**config.mk**
```make
export PLATFORM = sky130hd
export DESIGN_NAME = key_conditioner
export DESIGN_NICKNAME = d
export VERILOG_FILES = /design/src/rtl/key_pkg.sv /design/src/rtl/key_debounce_ch.sv /design/src/rtl/key_conditioner.sv
export SDC_FILE = /design/constraint.sdc
export NUM_CORES = 1
export LEC_CHECK = 0
export ABC_CLOCK_PERIOD_IN_PS = 3800
export CAP_MARGIN = 20
export CORE_MARGIN = 8
export CORE_UTILIZATION = 50
export DETAILED_ROUTE_END_ITERATION = 10
export PLACE_DENSITY = 0.81
export SKIP_LAST_GASP = 1
export SLEW_MARGIN = 20
export SYNTH_ARGS = -nofsm -noshare
export SYNTH_HDL_FRONTEND = slang
export SYNTH_SLANG_ARGS = --single-unit
```
**constraint.sdc**
```tcl
create_clock -name Clock_i -period 3.8 [get_ports Clock_i]
set_input_delay 0.95 -clock Clock_i [delete_from_list [all_inputs] [get_ports Clock_i]]
set_output_delay 0.95 -clock Clock_i [all_outputs]
set_load 0.01 [all_outputs]
```
**src/rtl/key_pkg.sv**
```systemverilog
// Shared types, defaults and counter sizing for the pushbutton conditioner.
package key_pkg;

   typedef enum logic [1:0] {UP, PEND_DN, DOWN, PEND_UP} key_state_t;

   localparam int DEF_NUM_KEYS        = 4;
   localparam int DEF_DEBOUNCE_CYCLES = 4;
   localparam int DEF_REPEAT_DELAY    = 8;
   localparam int DEF_REPEAT_RATE     = 3;

   // One counter width serves both the debounce and the repeat timers.
   function automatic int cnt_width(input int a, input int b, input int c);
      int m;
      m = a;
      if (b > m) m = b;
      if (c > m) m = c;
      return $clog2(m + 1);
   endfunction

endpackage

```
**src/rtl/key_debounce_ch.sv**
```systemverilog
// One key channel: 2-flop synchronizer, debounce FSM, optional hold-to-repeat.
// Hold-to-repeat is built only when KEY_AUTOREPEAT_EN is defined.
//
// state   | meaning
// UP      | key released and stable
// PEND_DN | press seen, counting stable cycles
// DOWN    | key pressed and stable
// PEND_UP | release seen, counting stable cycles
module key_debounce_ch
   import key_pkg::*;
#(
   parameter int DEBOUNCE_CYCLES = DEF_DEBOUNCE_CYCLES,
   parameter int REPEAT_DELAY    = DEF_REPEAT_DELAY,
   parameter int REPEAT_RATE     = DEF_REPEAT_RATE
) (
   input  logic clk_i,
   input  logic rst_n_i,
   input  logic key_n_i,
   output logic level_o,
   output logic press_o,
   output logic release_o
);

   localparam int CW = cnt_width(DEBOUNCE_CYCLES, REPEAT_DELAY, REPEAT_RATE);
   localparam logic [CW-1:0] DB_LAST = CW'(DEBOUNCE_CYCLES - 1);
   localparam logic [CW-1:0] CNT_MAX = {CW{1'b1}};
   localparam logic [CW-1:0] CNT_ONE = CW'(1);

   logic [1:0]      sync_q;
   key_state_t      state_q, state_d;
   logic [CW-1:0]   cnt_q, cnt_d;
   logic            level_q, level_d;
   logic            press_q, press_d;
   logic            release_q, release_d;
   logic            pressed;
   logic            enter_down;

   assign pressed = ~sync_q[1];

   always_ff @(posedge clk_i or negedge rst_n_i) begin
      if (!rst_n_i) begin
         sync_q    <= 2'b11;
         state_q   <= UP;
         cnt_q     <= '0;
         level_q   <= 1'b0;
         press_q   <= 1'b0;
         release_q <= 1'b0;
      end else begin
         sync_q    <= {sync_q[0], key_n_i};
         state_q   <= state_d;
         cnt_q     <= cnt_d;
         level_q   <= level_d;
         press_q   <= press_d;
         release_q <= release_d;
      end
   end

`ifdef KEY_AUTOREPEAT_EN
   localparam logic [CW-1:0] RPT_DELAY = CW'(REPEAT_DELAY);
   localparam logic [CW-1:0] RPT_RATE  = CW'(REPEAT_RATE);

   // Down-counter to the next repeat; zero means repeats are idle.
   logic [CW-1:0] rpt_q, rpt_d;

   always_ff @(posedge clk_i or negedge rst_n_i) begin
      if (!rst_n_i) rpt_q <= '0;
      else          rpt_q <= rpt_d;
   end
`endif

   always_comb begin
      state_d    = state_q;
      cnt_d      = cnt_q;
      level_d    = level_q;
      press_d    = 1'b0;
      release_d  = 1'b0;
      enter_down = 1'b0;
      case (state_q)
         UP: begin
            if (pressed) begin
               if (DEBOUNCE_CYCLES == 1) begin
                  state_d    = DOWN;
                  level_d    = 1'b1;
                  press_d    = 1'b1;
                  enter_down = 1'b1;
               end else begin
                  state_d = PEND_DN;
                  cnt_d   = CNT_ONE;
               end
            end
         end
         PEND_DN: begin
            if (!pressed) begin
               state_d = UP;
               cnt_d   = '0;
            end else if (cnt_q == DB_LAST) begin
               state_d    = DOWN;
               cnt_d      = '0;
               level_d    = 1'b1;
               press_d    = 1'b1;
               enter_down = 1'b1;
            end else if (cnt_q != CNT_MAX) begin
               cnt_d = cnt_q + CNT_ONE;
            end
         end
         DOWN: begin
            if (!pressed) begin
               if (DEBOUNCE_CYCLES == 1) begin
                  state_d   = UP;
                  level_d   = 1'b0;
                  release_d = 1'b1;
               end else begin
                  state_d = PEND_UP;
                  cnt_d   = CNT_ONE;
               end
            end
         end
         PEND_UP: begin
            if (pressed) begin
               state_d = DOWN;
               cnt_d   = '0;
            end else if (cnt_q == DB_LAST) begin
               state_d   = UP;
               cnt_d     = '0;
               level_d   = 1'b0;
               release_d = 1'b1;
            end else if (cnt_q != CNT_MAX) begin
               cnt_d = cnt_q + CNT_ONE;
            end
         end
         default: begin
            state_d = UP;
            cnt_d   = '0;
            level_d = 1'b0;
         end
      endcase
`ifdef KEY_AUTOREPEAT_EN
      // A bounce back into DOWN from PEND_UP finds rpt_q cleared, so no repeats resume.
      rpt_d = rpt_q;
      if (enter_down) begin
         rpt_d = RPT_DELAY;
      end else if (state_q != DOWN || !pressed) begin
         rpt_d = '0;
      end else if (rpt_q == CNT_ONE) begin
         rpt_d   = RPT_RATE;
         press_d = 1'b1;
      end else if (rpt_q != '0) begin
         rpt_d = rpt_q - CNT_ONE;
      end
`endif
   end

   assign level_o   = level_q;
   assign press_o   = press_q;
   assign release_o = release_q;

endmodule

```
**src/rtl/key_conditioner.sv**
```systemverilog
// Conditions active-low pushbuttons into debounced levels and press/release pulses.
// Define KEY_AUTOREPEAT_EN to add hold-to-repeat press pulses.
module key_conditioner
   import key_pkg::*;
#(
   parameter int NUM_KEYS        = DEF_NUM_KEYS,
   parameter int DEBOUNCE_CYCLES = DEF_DEBOUNCE_CYCLES,
   parameter int REPEAT_DELAY    = DEF_REPEAT_DELAY,
   parameter int REPEAT_RATE     = DEF_REPEAT_RATE
) (
   input  logic                Clock_i,
   input  logic                Resetn_i,
   input  logic [NUM_KEYS-1:0] KEY_n_i,
   output logic [NUM_KEYS-1:0] level_o,
   output logic [NUM_KEYS-1:0] press_o,
   output logic [NUM_KEYS-1:0] release_o
);

   for (genvar g = 0; g < NUM_KEYS; g++) begin : g_ch
      key_debounce_ch #(
         .DEBOUNCE_CYCLES (DEBOUNCE_CYCLES),
         .REPEAT_DELAY    (REPEAT_DELAY),
         .REPEAT_RATE     (REPEAT_RATE)
      ) u_ch (
         .clk_i     (Clock_i),
         .rst_n_i   (Resetn_i),
         .key_n_i   (KEY_n_i[g]),
         .level_o   (level_o[g]),
         .press_o   (press_o[g]),
         .release_o (release_o[g])
      );
   end

endmodule

```
**Word level (Yosys, flattened, before mapping)**

Cells that the tools add are included.

- $add $sub $neg: 4
- Equal/unequal tests: 52
- Mux-type cells: 96
- Reduce and logical (&&, ||, !) cells: 20

Operators by type and width:

| kind | number |
|---|---|
| 4-bit two-way mux | 24 |
| 4-bit one-hot mux with 4 select lines | 4 |
| 2-bit two-way mux | 24 |
| 1-bit two-way mux | 36 |
| 2-bit by 1-bit inequality test with 1-bit output (second input constant) | 16 |
| 2-bit one-hot mux with 4 select lines | 4 |
| 5-bit AND reduction | 4 |
| 4-bit by 1-bit adder with 4-bit output (second input constant) | 4 |
| 2-bit equality test (second input constant) | 8 |
| 4-bit by 2-bit equality test with 1-bit output (second input constant) | 4 |
| 2-bit inequality test (second input constant) | 8 |
| 4-bit inequality test (second input constant) | 4 |
| 4-bit AND reduction | 4 |
| 3-bit by 1-bit inequality test with 1-bit output (second input constant) | 4 |
| 3-bit inequality test (second input constant) | 4 |
| 2-bit by 1-bit equality test with 1-bit output (second input constant) | 4 |
| 2-bit logical NOT | 4 |
| 1-bit one-hot mux with 2 select lines | 4 |
| 2-bit AND reduction | 4 |
| 2-bit nonzero test | 4 |

- Flip-flop bits (word level): 44
- Input port bits: 6
- Output and inout bits: 12
- Logic and storage cells: 196

**Longest topological paths before layout**

Gate-level depths: netlist (run 1).

- Depth after elaboration: 5
- Depth in mapped cells: 6
- Depth with buffers taken out: 5

**By module**

Synthesis (run 1) repeated with hierarchy kept, for this count alone.

- Cells, all modules: 188
- Area total of the unflattened synthesis: 2117.0 sq um

By module, submodules not included:

| module | times used | cells an instance | area each (sq um) | seq. area each (sq um) |
|---|---|---|---|---|
| key_debounce_ch | 4 | 47 | 529.3 | 277.8 |

**Worst setup path before layout (run 1)**

No wires, ideal clock.

- Path kind: reg-to-output
- From: register g_ch[2].u_ch.level_q
- To: output level_o[2]
- Arrival: 503 ps
- Data required time: 2850 ps
- Slack: 2347 ps
- Stages on the path, launching flop included: 2
- Path buffers: 1
- Path through: dfrtp_1 > buf_4

RTL lines:

| element | RTL line | text |
|---|---|---|
| start: declaration | key_debounce_ch.sv:32 | `logic level_q, level_d;` |
| start signal: assignment | key_debounce_ch.sv:52 | `level_q <= level_d;` |
| end: declaration | key_conditioner.sv:14 | `output logic [NUM_KEYS-1:0] level_o,` |

No word-level cell between the ends.

**Worst setup path after layout (run 1)**

- From: register g_ch[3].u_ch.level_q
- To: output level_o[3]

RTL lines:

| element | RTL line |
|---|---|
| start: declaration | key_debounce_ch.sv:32 |
| start signal: assignment | key_debounce_ch.sv:52 |

No word-level cell between the ends.

==> results of run 1 <==
-- power groups by stage --
stage	Combinational (uW)	Clock [uW]	Sequential, uW
after floorplan	338	0	659
after global placement	386	0	689
after detailed placement	403	0	695
after global routing	461	443	706
after CTS	406	426	685
final	403	419	685
-- per-layer routing --
metal  routed length [um]  share of wire  global-route usage  up-vias
met1                 1620           0.47               0.133      682
met4                   40          0.012              0.0393        0
met5                    0              0                   0        -
met2                 1620           0.47               0.201       21
met3                  177          0.051              0.0397        4
li1                     -              -                   -      734
-- cells in the mapped netlist, types with 2 or more instances --
master,count,area [um^2]
and3_1,3,18.8
nor4bb_1,2,20.0
a211oi_1,2,15.0
xnor2_1,3,26.3
o21ai_0,12,60.1
a32o_1,2,20.0
o21a_1,2,15.0
nor2_1,17,63.8
dfrtp_1,36,901
nand2_1,23,86.3
o21bai_1,2,15.0
nand3_1,13,65.1
mux2_2,2,22.5
a22oi_1,2,15.0
dfstp_2,8,210
xor2_1,3,26.3
nor3_1,3,15.0
ha_1,4,50.1
nand2b_1,5,31.3
a21oi_1,10,50.1
buf_4,12,90.1
nand4bb_1,2,22.5
o22ai_1,8,50.1
clkbuf_1,5,18.8
inv_1,8,30.0
mux2i_1,2,20.0
or3_1,2,12.5
-- worst max path at each step --
stage,slack (ns),end,start,cells past startpoint
finish,1.62,level_o[3],g_ch[3].u_ch.level_o,1
global route,1.57,level_o[0],g_ch[0].u_ch.level_o,1
CTS,1.60,level_o[0],g_ch[0].u_ch.level_o,1
detailed placement,1.94,level_o[3],g_ch[3].u_ch.level_o,1
global placement,1.96,level_o[3],g_ch[3].u_ch.level_o,1
floorplan,2.35,level_o[2],g_ch[2].u_ch.level_o,1
-- layout by cell type, fill, tap and decap left out, types with 3 or more instances in the layout --
cell	n
ha_1	4
xor2_1	3
a21oi_1	10
o21ai_0	12
dfstp_2	8
clkbuf_8	5
inv_1	8
nand2b_1	5
nand3_1	13
dfrtp_1	36
and3_1	3
clkdlybuf4s50_1	16
xnor2_1	3
o22ai_1	8
nor3_1	3
nor2_1	17
nand2_1	23
-- through the flow --
| step | area, um^2 | std cells | power, uW |
|---|---|---|---|
| finish | 2350 | 265 | 1510 |
| global route | 2350 | 265 | 1610 |
| CTS | 2350 | 265 | 1520 |
| detailed placement | 2220 | 257 | 1100 |
| global placement | 2220 | 257 | 1070 |
| floorplan | 2100 | 208 | 997 |
-- flip-flops by register name (all words and copies together), names as in the netlist, named ones only --
register,cells
g_ch.u_ch.level_o,4
g_ch.u_ch.release_o,4
g_ch.u_ch.press_o,4
g_ch.u_ch.sync_q,8
g_ch.u_ch.cnt_q,16
g_ch.u_ch.state_q,4
-- layout make-up --
cell class              instances  area share
well taps                      50      0.0266
inverters                       8      0.0128
clock inverters                 2      0.0255
flip-flops and latches         44       0.473
multi-input cells             138       0.361
clock buffers                   6      0.0309
repair buffers                 17      0.0703
-- kinds of logic (layout without fill, tap and decap cells) --
logic type	count (synthesis)	count (layout)	synth area share
buf+inv	26	33	0.0684
fa+ha+maj	4	4	0.0238
mux	4	4	0.0202
simple gates	75	75	0.181
flops	44	44	0.528
xor+xnor	7	7	0.0327
compound gates	48	48	0.146
==> results.cfg, run 1 <==
[global_routing]
grt_pass1_wl_um = 6160
grt_start_max_net_pins = 45
overflow = 0
grt_pass1_vias = 1418
antenna_found_initial = 0
track_usage = 0.117

[job]
max_cap_violations = 0

[setup_path]
path_delay_family = buffers and inverters
slowest_stage = clkdlybuf4s50_1
required_ns = 2.85
crit_path_end_kind = primary output
arrival_ns = 1.23
regToRegSetupSlack_ns = 2.12
path_cells = clkdlybuf4s50_1
worstSetupStartpointType = flop
rr_endpoint = g_ch[1].u_ch.level_o
criticalPathCategory = flop to primary output
slowest_delay_ns = 0.56
reg2reg_from = g_ch[1].u_ch.cnt_q[0]
reg2reg_depth = 5
crit_fanout = 3
path_buf_inv = 1

[floorplan]
start_util = 0.522
die_area_um2 = 6540
rows = 23
io_pins = 18
die_h_um = 80.9
core_area_um2 = 4030
die_x_um = 80.9

[logic_synthesis]
ys_types = 42
async_reset_ff_frac = 1.00
synth_seq_cells = 44
syn-cell-area_um2 = 2100
syn_area_per_cell_um2 = 10.1
ys.flop_type = dfrtp_1
syn_inst = 208
yosysSeqAreaShare = 0.528
syn_nets = 218
synth-edff-count = 0
yosys_warnings = 0

[clock_tree]
clk-insertion-delay-late_ns = 0.30
root_buffer = clkbuf_8
cts_resized = 0
cts.path.max_buffers = 2
hold_buffers = 0
cts_buffers = 5
ctsHtreeMaxLevel = 2
clk_pin_slew_worst_paths_ns = 0.09
clock_sinks = 44
cts_tree = built
postCtsSetupBuffers = 0

[power]
swShare = 0.328
power_density_nw_per_um2 = 641
ir_drop_v = 0.000337
pwr-share-clk = 0.278
power.switching_uw = 494
p_leak_uw = 0.00102
p_seq_frac = 0.455
p_int_uw = 1010
share_comb_of_total_power = 0.267

[route]
drtPass1Iterations = 4
ant_nets = 0
drc = 0
drtIter0Drc = 67
routed_wl_um = 3460
via_per_inst = 5.44
post_drt_wl_per_cell_um = 13.1
vias = 1441

[sta]
max_freq_mhz = 460
post-route-period-util = 0.573
relSlewSlack = 0.389
final.setup.tns_ns = 0
fin_crit_ns = 2.18
tightest_slew_ns = 0.916
worst_slack_ns = 1.62
finalHoldViolCount = 0
skew_ns = 0.0111
hold_ws_ns = 0.355
setup_viol = 0
rsz0062_at_grt = no
slew_violations = 0

[final_layout]
syn_to_final_growth_pct = 11.7
final_util = 0.584
final_nets = 224
seqCellArea_um2 = 1110
drive_gt1_frac = 0.112
fill_cells = 354
diodes = 0
multi_input_comb_area_um2 = 850

[outcome]
status = finished clean

[place]
post-dp-hpwl_um = 2400
globalplace.congestion = 0.764
io_buffers = 17
place_ws_ns = 1.94

[worst_hold_path]
hold_path_end = g_ch[0].u_ch.sync_q[1]
min_path_type = flop to flop
min_from = g_ch[0].u_ch.sync_q[0]
hold_path_depth = 0
(Power assumes the default switching activity.)
==> run 2: changes to the inputs <==
--- a/config.mk
+++ b/config.mk
@@ -5,12 +5,12 @@
 export SDC_FILE = /design/constraint.sdc
 export NUM_CORES = 1
 export LEC_CHECK = 0
-export ABC_CLOCK_PERIOD_IN_PS = 3800
+export ABC_CLOCK_PERIOD_IN_PS = 1970
 export CAP_MARGIN = 20
 export CORE_MARGIN = 8
 export CORE_UTILIZATION = 50
 export DETAILED_ROUTE_END_ITERATION = 10
-export PLACE_DENSITY = 0.81
+export PLACE_DENSITY = 0.84
 export SKIP_LAST_GASP = 1
 export SLEW_MARGIN = 20
 export SYNTH_ARGS = -nofsm -noshare
==> constraint.sdc (replaced) <==
create_clock -name Clock_i -period 1.97 [get_ports Clock_i]
set_input_delay 0.4925 -clock Clock_i [delete_from_list [all_inputs] [get_ports Clock_i]]
set_output_delay 0.4925 -clock Clock_i [all_outputs]
set_load 0.01 [all_outputs]
==> results.cfg, run 2 (synthesis results as in run 1) <==
[clock_tree]
ctsHtreeMaxLevel = 2
cts_tree = built
cts_buffers = 5
postCtsSetupBuffers = 0
clk-insertion-delay-late_ns = 0.30
root_buffer = clkbuf_8
cts.path.max_buffers = 2
hold_buffers = 0
clk_pin_slew_worst_paths_ns = 0.08
cts_resized = 0
clock_sinks = 44

[place]
post-dp-hpwl_um = 2360
globalplace.congestion = 0.825
placed_area_um2 = 2230
place_ws_ns = 0.307
io_buffers = 17

[sta]
tightest_slew_ns = 0.541
hold_ws_ns = 0.244
slew_violations = 0
fin_crit_ns = 1.74
skew_ns = 0.00852
max_freq_mhz = 575
finalHoldViolCount = 0
post-route-period-util = 0.882
relSlewSlack = 0.636
worst_slack_ns = 0.232
setup_viol = 0
rsz0062_at_grt = no
final.setup.tns_ns = 0

[route]
ant_nets = 0
drc = 0
drtIter0Drc = 135
drtPass1Iterations = 4
vias = 1442
via_per_inst = 5.42
routed_wl_um = 3440
post_drt_wl_per_cell_um = 12.9

[setup_path]
critical_path_cell_count = 1
regToRegSetupSlack_ns = 0.31
startpoint = g_ch[1].u_ch.level_o
worstSetupStartpointType = flop
reg2reg_from = g_ch[1].u_ch.cnt_q[0]
slowest_delay_ns = 0.56
criticalPathCategory = flop to primary output
arrival_ns = 1.25
crit_fanout = 3
crit_path_end = level_o[1]
path_cells = clkdlybuf4s50_1
slowest_stage = clkdlybuf4s50_1
reg2reg_depth = 5
required_ns = 1.48
path_delay_family = buffers and inverters
rr_endpoint = g_ch[1].u_ch.level_o
path_buf_inv = 1
crit_path_end_kind = primary output

[worst_hold_path]
min_path_type = input port to asynchronous set/reset pin

[floorplan]
start_util = 0.522
rows = 23
io_pins = 18
die_area_um2 = 6540
core_area_um2 = 4030
die_h_um = 80.9
die_x_um = 80.9

[final_layout]
mostFrequentLayoutCells = 36 x dfrtp_1, 23 x nand2_1, 17 x nor2_1
largest_reg_flops = 16
final_util = 0.577
regMostFlops = g_ch.u_ch.cnt_q
final_nets = 225
layout_commonest_cell = dfrtp_1
diodes = 0
syn_to_final_growth_pct = 10.5
top_regs = g_ch.u_ch.cnt_q (16), g_ch.u_ch.sync_q (8)
drive_gt1_frac = 0.116
final_area_um2 = 2330

[global_routing]
grt_start_max_net_pins = 45
antenna_found_initial = 0
overflow = 0
track_usage = 0.120
grt_pass1_vias = 1375
grt_pass1_wl_um = 6170

[job]
max_cap_violations = 0

[power]
p_leak_uw = 0.00101
ir_drop_v = 0.000578
power_density_nw_per_um2 = 1170

[outcome]
status = finished clean
==> run 2: cell types whose count changed in the layout (fill, tap and decap cells not counted), sizes merged <==
cell / change
buf: +1
clkbuf: +2
bufinv: -2
==> run 2: routing by layer <==
layer,vias up,global-route usage,routed length [um]
li1,736,-,-
met1,681,0.145,1670
met2,20,0.186,1540
met3,5,0.0453,162
met4,0,0.0536,58
met5,-,0,0
==> run 2: cell type report <==
class	instances	area (um^2)
fillers	349	1700
flip-flops and latches	44	1110
multi-input cells	138	850
repair buffers	18	173
clock buffers	8	100
well taps	50	62.6
inverters	8	30.0
==> run 2: power breakdown <==
group | leakage (uW) | internal (uW) | switching (uW) | total (uW)
Clock | 0.0000515 | 320 | 290 | 610
Combinational | 0.000422 | 362 | 419 | 780
Sequential | 0.000538 | 1090 | 238 | 1320
==> run 2: worst min path at each step <==
| stage | start | to | cells past startpoint |
|---|---|---|---|
| 3_3_place_gp | g_ch[1].u_ch.sync_q[0] | g_ch[1].u_ch.sync_q[1] | 0 |
| 5_1_grt | Resetn_i | g_ch[1].u_ch.state_q[0] | 2 |
| 3_5_place_dp | g_ch[1].u_ch.sync_q[0] | g_ch[1].u_ch.sync_q[1] | 0 |
| 6_report | Resetn_i | g_ch[1].u_ch.state_q[0] | 2 |
| 4_1_cts | Resetn_i | asynchronous set/reset pin | 2 |
| 2_1_floorplan | Resetn_i | asynchronous set/reset pin | 0 |
==> run 2: metrics by stage <==
| step | power [uW] | std cells |
|---|---|---|
| finish | 2710 | 266 |
| floorplan | 1920 | 208 |
| global route | 2920 | 266 |
| detailed placement | 2120 | 258 |
| global placement | 2080 | 258 |
| CTS | 2730 | 266 |
